<file path="config.mk">
export PLATFORM = sky130hd
export DESIGN_NAME = pb_tdo_dr_mux
export DESIGN_NICKNAME = d
export VERILOG_FILES = /design/src/rtl/tap_pkg.sv /design/src/rtl/pb_tdo_dr_mux.sv
export SDC_FILE = /design/constraint.sdc
export NUM_CORES = 1
export LEC_CHECK = 0
export ABC_AREA = 1
export CORE_AREA = 5 5 42 44
export CTS_CLUSTER_DIAMETER = 40
export CTS_CLUSTER_SIZE = 14
export DETAILED_ROUTE_END_ITERATION = 6
export DIE_AREA = 0 0 47 49
export DONT_BUFFER_PORTS = 1
export GPL_TIMING_DRIVEN = 1
export REMOVE_ABC_BUFFERS = 1
export SLEW_MARGIN = 20
export SYNTH_ARGS = -nofsm -noshare
export SYNTH_HDL_FRONTEND = slang
export SYNTH_SLANG_ARGS = --single-unit
</file>
<file path="constraint.sdc">
create_clock -name clk_i -period 0.8 [get_ports clk_i]
set_input_delay 0.08 -clock clk_i [delete_from_list [all_inputs] [get_ports clk_i]]
set_output_delay 0.08 -clock clk_i [all_outputs]
set_load 0.02 [all_outputs]
</file>
<file path="src/rtl/tap_pkg.sv">
// Shared JTAG TAP definitions: TDO source-select encoding and the idle TDO level.
package tap_pkg;

    typedef enum logic [1:0] {
        TDO_SEL_IDLE   = 2'b00,
        TDO_SEL_DR     = 2'b01,
        TDO_SEL_SCAN   = 2'b10,
        TDO_SEL_BYPASS = 2'b11
    } tdo_sel_e;

    localparam logic TDO_IDLE_VALUE = 1'b0;

endpackage

</file>
<file path="src/rtl/pb_tdo_dr_mux.sv">
// TDO output-select stage: muxes DR / scan / bypass serial data onto TDO, with a
// zero-latency combinational path and a shift-qualified registered TDO/OE pair.
module pb_tdo_dr_mux
    import tap_pkg::*;
#(
    parameter logic RESET_TDO  = 1'b0,
    parameter logic IDLE_VALUE = TDO_IDLE_VALUE
) (
    input  logic       clk_i,
    input  logic       rst_ni,
    input  logic [1:0] sel_i,
    input  logic       dr_i,
    input  logic       scan_i,
    input  logic       bypass_i,
    input  logic       shift_i,
    output logic       tdo_o,
    output logic       tdo_q_o,
    output logic       tdo_oe_o
);

    logic w_tdo;
    logic r_tdo_q;
    logic r_tdo_oe;

    // An unknown select falls to the default arm so TDO parks at the idle level.
    always_comb begin
        w_tdo = IDLE_VALUE;
        case (sel_i)
            TDO_SEL_DR:     w_tdo = dr_i;
            TDO_SEL_SCAN:   w_tdo = scan_i;
            TDO_SEL_BYPASS: w_tdo = bypass_i;
            default:        w_tdo = IDLE_VALUE;
        endcase
    end

    always_ff @(posedge clk_i or negedge rst_ni) begin
        if (!rst_ni) begin
            r_tdo_q  <= RESET_TDO;
            r_tdo_oe <= 1'b0;
        end else begin
            if (shift_i) begin
                r_tdo_q <= w_tdo;
            end
            r_tdo_oe <= shift_i & (sel_i != TDO_SEL_IDLE);
        end
    end

    assign tdo_o    = w_tdo;
    assign tdo_q_o  = r_tdo_q;
    assign tdo_oe_o = r_tdo_oe;

endmodule

</file>
==> reports/results.ini <==
[finish]
fill_cells=164
fin_area_um2=183.9
n_antenna_cell=0
area_growth_pct=63.33
final_nets=31
drive_above_1_share=0.3810
fin_cells=37

[yosys]
ys_seq_area_frac=0.4444
yosysWarnings=0
syn_area_um2=112.6
synthTopCellsByArea=dfrtp_1, nand2_1, nand3_2
synth_area_leader_cell=dfrtp_1
synth_top_area_frac=0.4444
ys_ff_latch=2
syn_inst=15
syn_avg_cell_area_um2=7.507
synth_cell_type_count=9

[placement]
pre_cts_ws_ns=0.1977
dp_hpwl_um=264.3
routabilityCongestion=0.6595
io_buffer_count=0
place_inst=32
placement.cell_area_um2=140.1

[timing]
tightestPinTransition_ns=0.2156
fin_hold_ws_ns=0.02244
setup_slack_ns=-0.008605
rsz0062_at_grt=yes
setup-violations-final=1
hold_viol_final=0
max-slew-margin-rel=0.8573
fmax_mhz=1237
slew_viol_final=0
period_needed_ns=0.8086
finalCritPeriodShare=1.011
fin_skew_ns=0

[detailed_routing]
totalWireLength_um=321
drc=0
wl_per_cell_um=8.676
wl_met1_um=137
wl_met2_um=113
wl_met3_um=71
vias=119
vias_per_cell=3.216
drtIter0Drc=2
final_antenna_net_count=0
top_layer_used=met3
dr.pass1.iters=2

[grt]
grt_overflow=0
grt_antenna_before_repair=0
grt_pass1_wl_um=579
grt_max_degree=4
grt_use_total=0.04076
grt_pass1_vias=155

[setup_path]
endpoint_kind=output pin
cp_slowest_cell=dfrtp_1
r2r_cells=3
cpPeakStageDelay_ns=0.37
path_buf_inv=1
path_delay_family=flip-flops
critPathArrivalTime_ns=0.73
crit_cells=1
path_class=flip-flop to output pin
cp-start-kind=flip-flop
cp_max_fo=2
required_ns=0.72
cp_cell_sequence=buf_6

[clocking]
clock-sinks=2
numCtsBuffers=3
clkLatencyLatePin_ns=0.22
path_clk_slew_ns=0.03
root_buffer=clkbuf_4
clock_path_buffers=2
cts_max_level=1
cts_tree=yes

[floorplanning]
row_count=14
die_h_um=49
start_util=0.08036
die-area_um2=2303
boundaryPins=11
dieWidth_um=47
coreArea_um2=1401

[pwr]
peakVddDrop_mv=0.2771
leakagePower_nw=0.09519
power.density_nw_per_um2=2226

[outcome]
status=finished, violations left
violations=setup timing

[hold_path]
hold_class=primary input to flip-flop
whs_path_depth=2

[job]
cap_violations=0

==> path summary, 6_finish.rpt <==
kind                          from        to  slack, ns
min in group asynchronous   rst_ni  tdo_oe_o       0.09
max                        tdo_q_o   tdo_q_o     -0.009
max in group asynchronous   rst_ni   tdo_q_o       0.59
min                        shift_i  tdo_oe_o       0.02
min reg2reg                tdo_q_o   tdo_q_o       0.59
max reg2reg                tdo_q_o   tdo_q_o       0.08
==> metal layers <==
| layer | vias up | global-route usage |
|---|---|---|
| met3 | 0 | 0.04059 |
| li1 | 57 | - |
| met5 | - | 0 |
| met2 | 11 | 0.04299 |
| met4 | 0 | 0.04147 |
| met1 | 51 | 0.04148 |
==> layout make-up <==
| type | count | area [um^2] | share of cell area |
|---|---|---|---|
| Clock buffer | 3 | 22.52 | 0.1224 |
| Inverter | 3 | 11.26 | 0.06122 |
| Multi-Input combinational cell | 10 | 51.30 | 0.2789 |
| Sequential cell | 2 | 50.05 | 0.2721 |
| Tap cell | 16 | 20.02 | 0.1088 |
| Timing Repair Buffer | 3 | 28.78 | 0.1565 |
==> sequential cells by signal (all words and copies together), names as in the netlist <==
register	flops
tdo_oe_o	1
tdo_q_o	1
==> timing repair <==
action,CTS,global route
pin swaps,0,0
gates resized for setup,1,0
cloned,0,0
endpoints found under the hold margin,2,0
hold buffers,1,0
setup endpoints to repair,1,1
setup buffers,1,0
==> per-stage QoR <==
| step | total power, W | util | setup TNS, ns |
|---|---|---|---|
| floorplan | 0.0001568 | - | 0 |
| global placement | 0.0001709 | 0.1000 | 0 |
| detailed placement | 0.0001728 | 0.1000 | 0 |
| CTS | 0.0004295 | 0.1313 | -0.02083 |
| global route | 0.0004553 | 0.1313 | -0.04479 |
| finish | 0.0004094 | 0.1313 | -0.008605 |
==> power by group <==
| group | internal, W | switching, W |
|---|---|---|
| Sequential | 0.000111 | 0.00000886 |
| Clock | 0.000165 | 0.0000555 |
| Combinational | 0.0000327 | 0.0000361 |
==> layout by cell type (no fill, tap or decap) <==
cell           Yosys  routed
nand2_1            5       5
clkbuf_4           0       3
inv_1              2       2
dfrtp_1            2       2
inv_2              1       1
nand2_2            1       1
nand3_2            1       1
and2_1             1       1
a21oi_1            1       1
nand3_1            1       1
dlygate4sd3_1      0       1
buf_6              0       1
buf_4              0       1
==> synthesized netlist by cell type <==
| cell type | number |
|---|---|
| nand2_1 | 5 |
| nand3_1 | 1 |
| nand2_2 | 1 |
| a21oi_1 | 1 |
| inv_1 | 2 |
| and2_1 | 1 |
| dfrtp_1 | 2 |
| inv_2 | 1 |
| nand3_2 | 1 |
==> logic make-up after synthesis <==
| logic type | after synthesis | share of synthesized area |
|---|---|---|
| AOI/OAI and AO/OA | 1 | 0.04440 |
| and+or+nand+nor | 9 | 0.4112 |
| DFF | 2 | 0.4445 |
| buffers and inverters | 3 | 0.09999 |
No activity file was read; power rests on OpenSTA's default activity.
